### src/rtl/rr_mux_arbiter.sv
`default_nettype none
// ============================================================================
// Module   : rr_mux_arbiter
// Purpose  : 4-way round-robin arbiter with burst limit driving a 4:1 data mux
// Revision : 1.0
// ============================================================================
module rr_mux_arbiter #(
  parameter int DW        = 8,
  parameter int MAX_BURST = 4
) (
  input  logic          clk,
  input  logic          rst,
  input  logic [3:0]    req,
  input  logic [DW-1:0] a,
  input  logic [DW-1:0] b,
  input  logic [DW-1:0] c,
  input  logic [DW-1:0] d,
  output logic [3:0]    gnt,
  output logic [1:0]    sel,
  output logic [DW-1:0] y,
  output logic          valid
);

  typedef enum logic [0:0] {
    IDLE = 1'b0,
    BUSY = 1'b1
  } state_t;

  localparam logic [3:0] C_LAST = 4'(MAX_BURST - 1);

  state_t        r_state;
  state_t        w_state_n;
  logic [3:0]    r_cnt;
  logic [3:0]    w_cnt_n;
  logic [3:0]    w_gnt_n;
  logic [1:0]    w_sel_n;
  logic [DW-1:0] w_y_n;
  logic          w_valid_n;
  logic [1:0]    w_win;
  logic [DW-1:0] w_data;
  logic          w_xfer;
  logic          w_rearb;

  // Scan offsets from far to near so the nearest requester after sel wins;
  // offset 4 wraps back to sel itself, making the current owner the last resort.
  always_comb begin
    w_win = sel;
    for (int k = 4; k >= 1; k--) begin
      if (req[sel + 2'(k)]) w_win = sel + 2'(k);
    end
  end

  always_comb begin
    case (sel)
      2'd0:    w_data = a;
      2'd1:    w_data = b;
      2'd2:    w_data = c;
      default: w_data = d;
    endcase
  end

  assign w_xfer  = req[sel];
  assign w_rearb = !w_xfer || (r_cnt == C_LAST);

  always_comb begin
    w_state_n = r_state;
    w_cnt_n   = r_cnt;
    w_gnt_n   = gnt;
    w_sel_n   = sel;
    w_y_n     = y;
    w_valid_n = 1'b0;
    case (r_state)
      IDLE: begin
        w_gnt_n = 4'b0000;
        if (req != 4'b0000) begin
          w_sel_n   = w_win;
          w_gnt_n   = 4'b0001 << w_win;
          w_cnt_n   = 4'd0;
          w_state_n = BUSY;
        end
      end
      default: begin
        if (w_xfer) begin
          w_y_n     = w_data;
          w_valid_n = 1'b1;
          w_cnt_n   = r_cnt + 4'd1;
        end
        if (w_rearb) begin
          w_cnt_n = 4'd0;
          if (req != 4'b0000) begin
            w_sel_n = w_win;
            w_gnt_n = 4'b0001 << w_win;
          end else begin
            w_gnt_n   = 4'b0000;
            w_state_n = IDLE;
          end
        end
      end
    endcase
  end

  always_ff @(posedge clk) begin
    if (rst) begin
      r_state <= IDLE;
      r_cnt   <= 4'd0;
      gnt     <= 4'b0000;
      sel     <= 2'b11;
      y       <= '0;
      valid   <= 1'b0;
    end else begin
      r_state <= w_state_n;
      r_cnt   <= w_cnt_n;
      gnt     <= w_gnt_n;
      sel     <= w_sel_n;
      y       <= w_y_n;
      valid   <= w_valid_n;
    end
  end

endmodule
`default_nettype wire

### config.mk
export PLATFORM = sky130hd
export DESIGN_NAME = rr_mux_arbiter
export DESIGN_NICKNAME = d
export VERILOG_FILES = /design/src/rtl/rr_mux_arbiter.sv
export SDC_FILE = /design/constraint.sdc
export NUM_CORES = 1
export LEC_CHECK = 0
export CORE_MARGIN = 2
export CORE_UTILIZATION = 37
export DETAILED_ROUTE_END_ITERATION = 6
export PLACE_DENSITY = 0.74
export SLEW_MARGIN = 20
export SYNTH_ARGS = -nofsm -noshare
export SYNTH_HDL_FRONTEND = slang
export SYNTH_SLANG_ARGS = --single-unit
### constraint.sdc
create_clock -name clk -period 2 [get_ports clk]
set_input_delay 0.3 -clock clk [delete_from_list [all_inputs] [get_ports clk]]
set_output_delay 0.3 -clock clk [all_outputs]
set_load 0.01 [all_outputs]
==> impl_metrics.py, run 1 <==
metrics = {
    "placed_design": {
        "dp.final_hpwl_um": 2780,
        "port_buffers": 52,
        "dpl_worst_slack_ns": -0.147,
        "globalplace.congestion": 0.766,
    },
    "timing": {
        "slew-limit-headroom_pct": 64.2,
        "post-route-min-period_ns": 1.89,
        "postLayoutSetupSlackWorst_ns": 0.107,
        "maxSlewViolCount": 0,
        "worst_slew_pin_slew_ns": 0.533,
        "finalSetupViolCount": 0,
        "setup_total_negative_slack_ns": 0,
        "worst_hold_slack_ns": 0.517,
        "layout_worst_path_cycle_share_pct": 94.7,
        "fmaxAchievable_mhz": 528,
        "clock-skew-final_ns": 0.00847,
        "hold_violation_count_in_the_final_report": 0,
    },
    "logic_synthesis": {
        "synth_sequential_area_ratio_pct": 33.8,
        "synth_area_um2": 1180,
        "netlist_top_cells_area": "sky130_fd_sc_hd__dfxtp_1 (34%), sky130_fd_sc_hd__mux2i_1 (8.5%), sky130_fd_sc_hd__a222oi_1 (6.8%), sky130_fd_sc_hd__ha_1 (5.3%), sky130_fd_sc_hd__o21ai_0 (5.1%)",
        "muxShareOfSynthArea_pct": 13.2,
        "synthSimpleGateAreaFrac_pct": 18.9,
        "synth.ff_latch_count": 20,
        "synthTopCellsByCount": "sky130_fd_sc_hd__dfxtp_1 (20), sky130_fd_sc_hd__nor2_1 (13), sky130_fd_sc_hd__o21ai_0 (12)",
        "combinational_family_with_the_most_area_after_synthesis": "compound AO/OA/AOI/OAI gates",
        "synth-async-reset-ratio_pct": 0,
        "synthAdderAreaFrac_pct": 5.29,
        "mappedNetlistNets": 178,
        "synth_xor_area_share_pct": 0,
        "synth_edf_count": 0,
        "synth_cells": 135,
        "post_synth.cell_area_avg_um2": 8.77,
        "dominantRegCellSynth": "sky130_fd_sc_hd__dfxtp_1",
        "synth-compound-area-share_pct": 22.4,
        "synth.yosys.warnings": 0,
        "most_instantiated_library_cell_after_synthesis": "sky130_fd_sc_hd__dfxtp_1",
        "synth_top_area_share_pct": 33.8,
        "synthDominantAreaCellType": "sky130_fd_sc_hd__dfxtp_1",
        "netlist-cell-type-count": 38,
    },
    "setup_path": {
        "worst-path-max-fanout": 8,
        "critPathArrivalTime_ns": 2.09,
        "timing.rr.end": "gnt[2]",
        "timing_worst_setup_path_type": "reg -> reg",
        "critical_path.cell_chain": "buf_4 > mux4_2 > nand3_1 > nand4_1 > buf_4 > a41o_1",
        "data_required_critical_path_ns": 2.20,
        "worstSetupEndpointType": "flip-flop",
        "worstReg2RegStart": "sel[0]",
        "critical_path_slowest_stage_cell": "sky130_fd_sc_hd__mux4_2",
        "reg2regPathDepth": 6,
        "crit_top_cell": "sky130_fd_sc_hd__buf_4",
        "critical_path.max_stage_delay_ns": 0.51,
        "element_type_at_the_critical_path_start": "flip-flop",
        "ff2ff_setup_slack_ns": 0.11,
    },
    "pwr": {
        "power_leakage_uw": 0.000803,
        "p_total_uw": 1710,
        "vdd_ir_drop_max_uv": 559,
        "power_per_cell_area_nw_per_um2": 904,
    },
    "final_layout": {
        "finish.net_count": 239,
        "post_route_cells_drive_above_1_share_pct": 14.9,
        "final_util_pct": 61.9,
        "nFillCells": 272,
        "area_growth_pct": 59.6,
        "n_antenna_cell": 0,
        "multiInputGateArea_um2": 726,
        "final-seq-area_um2": 404,
    },
    "clocking": {
        "tritoncts": "built",
        "clk_latency_ns": 0.30,
        "clock_path_buffers": 2,
        "htree_num_levels": 1,
        "cts-buffers-inserted": 3,
        "numClockSinks": 20,
        "cts-root-buf": "sky130_fd_sc_hd__clkbuf_4",
        "worst_setup_hold_path_clk_slew_ns": 0.11,
    },
    "global_route": {
        "number_of_antenna_violations_at_the_first_check_in_global_routing": 0,
        "groute.usage.overall_pct": 18.5,
        "vias_in_the_first_global_route": 1134,
        "maximum_number_of_pins_on_one_net_before_global_route_repair": 17,
        "grt_pass1_wl_um": 5050,
        "grt.overflow.total": 0,
    },
    "floorplanning": {
        "floorplan.die.width_um": 60.6,
        "dieArea_um2": 3670,
        "core_area_um2": 3050,
        "placement_rows": 20,
        "starting_utilization_of_the_core_area_pct": 38.8,
        "floorplan.die.height_um": 60.6,
        "ioPinCount": 53,
    },
    "routing": {
        "drt-vias-per-instance": 5.46,
        "wl_per_cell_um": 15.1,
        "drt-initial-drc-count": 110,
        "number_of_detailed_routing_iterations_run_before_antenna_repair": 5,
        "totalWireLength_um": 3600,
        "postRouteAntennaNets": 0,
        "route.vias.total": 1305,
        "detail_route.drc_violations": 0,
    },
    "status": {
        "status": "finished clean",
    },
    "hold_path": {
        "hold_end": "y[6]",
        "hold_class": "reg -> reg",
        "hp-start": "y[6]",
        "hold_depth": 2,
    },
    "flow_run": {
        "maxCapViolations": 0,
    },
}
## area by class of cell
| class | instances | area share [%] |
|---|---|---|
| Timing Repair Buffer | 67 | 33.5 |
| Clock buffer | 3 | 1.19 |
| Sequential cell | 20 | 21.4 |
| Multi-Input combinational cell | 99 | 38.4 |
| Clock inverter | 1 | 1.59 |
| Inverter | 5 | 0.993 |
| Tap cell | 44 | 2.91 |
## layer usage
metal	up-vias	routed length (um)	global-route usage [%]
li1	631	-	-
met1	612	1400	20.4
met2	60	1810	35.5
met3	2	378	5.97
met4	0	9	1.86
met5	-	0	0
## worst max-delay path: cells and delay by family, from the launching register on
| kind | cells | cell delay [ns] |
|---|---|---|
| and+or+nand+nor | 2 | 0.32 |
| DFF | 1 | 0.40 |
| AOI/OAI and AO/OA | 1 | 0.17 |
| muxes | 1 | 0.51 |
| buffers and inverters | 2 | 0.40 |
## per-stage QoR
| stage | cell area, um^2 | cells |
|---|---|---|
| after floorplan | 1180 | 135 |
| after global placement | 1810 | 234 |
| after detailed placement | 1810 | 234 |
| after CTS | 1860 | 238 |
| after global routing | 1890 | 239 |
| final | 1890 | 239 |
## cells in the final DEF, fill, tap and decap left out, types with 2 or more instances in the layout
cell and n:
sky130_fd_sc_hd__a21oi_1 3, sky130_fd_sc_hd__a222oi_1 8, sky130_fd_sc_hd__a41o_1 2, sky130_fd_sc_hd__and3_1 4, sky130_fd_sc_hd__buf_4 15, sky130_fd_sc_hd__clkbuf_4 3, sky130_fd_sc_hd__clkdlybuf4s50_1 52, sky130_fd_sc_hd__dfxtp_1 19
sky130_fd_sc_hd__ha_1 4, sky130_fd_sc_hd__inv_1 5, sky130_fd_sc_hd__mux2i_1 10, sky130_fd_sc_hd__mux4_2 2, sky130_fd_sc_hd__nand2_1 9, sky130_fd_sc_hd__nand3_1 6, sky130_fd_sc_hd__nand4_1 2, sky130_fd_sc_hd__nor2_1 13
sky130_fd_sc_hd__nor2b_1 2, sky130_fd_sc_hd__o21ai_0 12, sky130_fd_sc_hd__o41ai_2 2
## report_power, final
part | internal [uW] | leakage [uW] | switching (uW) | total [uW]
clock network | 203 | 0.0000279 | 124 | 327
registers | 465 | 0.000164 | 44.7 | 510
logic | 455 | 0.000611 | 416 | 871
total | 1120 | 0.000803 | 585 | 1710
## cell families after synthesis
logic type,count (synthesis)
buffers and inverters,16
muxes,13
AOI/OAI and AO/OA,36
and+or+nand+nor,45
adders and majority gates,5
DFF,20
## flip-flops by register name, indices dropped and copies added (netlist names)
name,cells
sel,2
y,8
r_cnt,4
gnt,4
r_state,1
valid,1
## how the worst max path moves through the flow
stage                start     end  slack (ns)  cells after the start
floorplan           sel[1]  gnt[1]        0.06                      7
CTS                 sel[0]  gnt[3]        0.06                      5
detailed placement  req[3]  gnt[2]       -0.15                      5
global placement    req[3]  gnt[0]       -0.09                      5
global route        sel[0]  gnt[1]       -0.03                      6
finish              sel[0]  gnt[2]        0.11                      6
## what timing repair did
action	CTS	global route
hold endpoints to repair	0	0
setup endpoints to repair	2	3
gates cloned	0	0
buffers inserted	0	1
resized for setup	1	4
pin swaps	0	2
hold buffers	0	0
No activity file was read; power rests on OpenSTA's default activity.
==> run 2: changes to the inputs <==
Settings changed: PLACE_DENSITY 0.74 to 0.84.
==> run 2 against run 1 <==
Against the previous run:
- worst hold slack worse by 0.035 ns
- highest routed layer unchanged
- die area stayed put
- routed wire length is 6.2% lower
- sequential share of layout area is 0.35 points higher
- critical path type unchanged
==> impl_metrics.py, run 2 (synthesized netlist as in run 1, its figures left out) <==
metrics = {
    "status": {
        "status": "finished clean",
    },
    "final_layout": {
        "final-seq-area_um2": 404,
        "final_cell_count_no_fill": 237,
        "finish.net_count": 237,
        "most_frequent_cells_in_the_layout": "sky130_fd_sc_hd__clkdlybuf4s50_1 (52), sky130_fd_sc_hd__dfxtp_1 (19), sky130_fd_sc_hd__nor2_1 (13), sky130_fd_sc_hd__buf_4 (13), sky130_fd_sc_hd__o21ai_0 (12)",
        "post_route_cells_drive_above_1_share_pct": 13.0,
        "most_common_library_cell_in_the_layout_ignoring_fill_and_taps": "sky130_fd_sc_hd__clkdlybuf4s50_1",
        "reg_top3": "y: 8 flops, gnt: 4 flops, r_cnt: 4 flops",
        "multiInputGateArea_um2": 711,
        "n_antenna_cell": 0,
        "registers.top_by_ff_count": "y",
        "largest_register_ffs": 8,
        "area_growth_pct": 57.1,
        "nFillCells": 268,
    },
    "global_route": {
        "grt.overflow.total": 0,
        "grt_pass1_wl_um": 5180,
        "maximum_number_of_pins_on_one_net_before_global_route_repair": 17,
        "vias_in_the_first_global_route": 1221,
        "number_of_antenna_violations_at_the_first_check_in_global_routing": 0,
        "groute.usage.overall_pct": 18.6,
    },
    "pwr": {
        "power_per_cell_area_nw_per_um2": 887,
        "vdd_ir_drop_max_uv": 632,
        "power_leakage_uw": 0.000782,
    },
    "floorplanning": {
        "ioPinCount": 53,
        "starting_utilization_of_the_core_area_pct": 38.8,
        "placement_rows": 20,
        "core_area_um2": 3050,
        "dieArea_um2": 3670,
        "floorplan.die.height_um": 60.6,
        "floorplan.die.width_um": 60.6,
    },
    "setup_path": {
        "critPathArrivalTime_ns": 2.05,
        "crit_top_cell": "sky130_fd_sc_hd__and3_1",
        "ff2ff_setup_slack_ns": 0.16,
        "worstSetupEndpointType": "flip-flop",
        "worstReg2RegStart": "r_cnt[0]",
        "timing_worst_setup_path_type": "reg -> reg",
        "reg2regPathDepth": 5,
        "element_type_at_the_critical_path_start": "flip-flop",
        "critical_path.cell_chain": "ha_1 > or3b_2 > and3_1 > and3_1 > a41o_1",
        "data_required_critical_path_ns": 2.20,
        "worst-path-max-fanout": 7,
        "timing.rr.end": "gnt[0]",
        "critical_path.max_stage_delay_ns": 0.48,
        "critical_path_slowest_stage_cell": "sky130_fd_sc_hd__or3b_2",
    },
    "clocking": {
        "numClockSinks": 20,
        "clock_path_buffers": 2,
        "post_cts_buffers": 0,
        "clk_latency_ns": 0.30,
        "worst_setup_hold_path_clk_slew_ns": 0.11,
        "tritoncts": "built",
        "cts-root-buf": "sky130_fd_sc_hd__clkbuf_4",
        "cts-buffers-inserted": 3,
        "htree_num_levels": 1,
    },
    "hold_path": {
        "hp-start": "gnt[3]",
        "hold_end": "gnt[3]",
        "hold_class": "reg -> reg",
        "hold_depth": 2,
    },
    "placed_design": {
        "dp.final_hpwl_um": 2730,
        "dpl_worst_slack_ns": -0.163,
        "place.detailed.instances": 233,
        "globalplace.congestion": 0.806,
        "port_buffers": 52,
    },
    "routing": {
        "totalWireLength_um": 3380,
        "number_of_detailed_routing_iterations_run_before_antenna_repair": 4,
        "postRouteAntennaNets": 0,
        "detail_route.drc_violations": 0,
        "wl_per_cell_um": 14.3,
        "route.vias.total": 1263,
        "drt-initial-drc-count": 99,
        "drt-vias-per-instance": 5.33,
    },
    "timing": {
        "layout_worst_path_cycle_share_pct": 92.2,
        "fmaxAchievable_mhz": 542,
        "worst_hold_slack_ns": 0.482,
        "slew-limit-headroom_pct": 66.9,
        "post-route-min-period_ns": 1.84,
        "clock-skew-final_ns": 0.00212,
        "finalSetupViolCount": 0,
        "grt_setup_unrepaired": "no",
        "worst_slew_pin_slew_ns": 0.492,
        "postLayoutSetupSlackWorst_ns": 0.156,
        "setup_total_negative_slack_ns": 0,
        "hold_violation_count_in_the_final_report": 0,
        "maxSlewViolCount": 0,
    },
    "flow_run": {
        "maxCapViolations": 0,
    },
}
-- run 2: power by group --
part	total [uW]	leakage (uW)	internal, uW	switching, uW
clock	325	0.0000279	202	123
combinational	813	0.000590	431	382
sequential	511	0.000164	465	45.6
total	1650	0.000782	1100	550
-- run 2: worst max path at each step --
| stage | from | to | depth (start not counted) |
|---|---|---|---|
| 6_report | r_cnt[0] | gnt[0] | 5 |
| 5_1_grt | sel[0] | gnt[1] | 6 |
| 4_1_cts | sel[0] | gnt[1] | 6 |
| 3_5_place_dp | req[2] | gnt[1] | 6 |
| 2_1_floorplan | sel[1] | gnt[1] | 7 |
| 3_3_place_gp | req[3] | gnt[0] | 5 |
-- run 2: metal layers --
metal	GRT usage, %	vias to the layer above	routed length [um]
li1	-	629	-
met1	19.9	575	1330
met2	36.1	57	1650
met3	6.40	2	384
met4	1.86	0	15
met5	0	-	0
-- run 2: through the flow --
step | util [%] | total power (uW) | instance area [um^2]
2_1_floorplan | - | 994 | 1180
3_3_place_gp | 59.0 | 1300 | 1800
3_5_place_dp | 59.0 | 1320 | 1800
4_1_cts | 60.7 | 1650 | 1850
5_1_grt | 60.9 | 1760 | 1860
6_report | 60.9 | 1650 | 1860
-- run 2: cell type report --
cell class | count | share of cell area, %
multi-input combinational | 99 | 38.2
timing repair buffer | 65 | 33.2
sequential | 20 | 21.7
tap | 44 | 2.96
clock inverter | 1 | 1.62
clock buffer | 3 | 1.21
inverter | 5 | 1.01
-- run 2: worst max-delay path, delay by kind of cell, from the launching register on --
kind | cells | cell delay, ns
fa+ha+maj | 1 | 0.19
compound gates | 1 | 0.19
simple gates | 3 | 0.98
flops | 1 | 0.39
-- run 2: repair_timing --
item,4_1_cts,5_1_grt
hold buffers,0,0
setup endpoints to repair,2,2
resized for setup,1,2
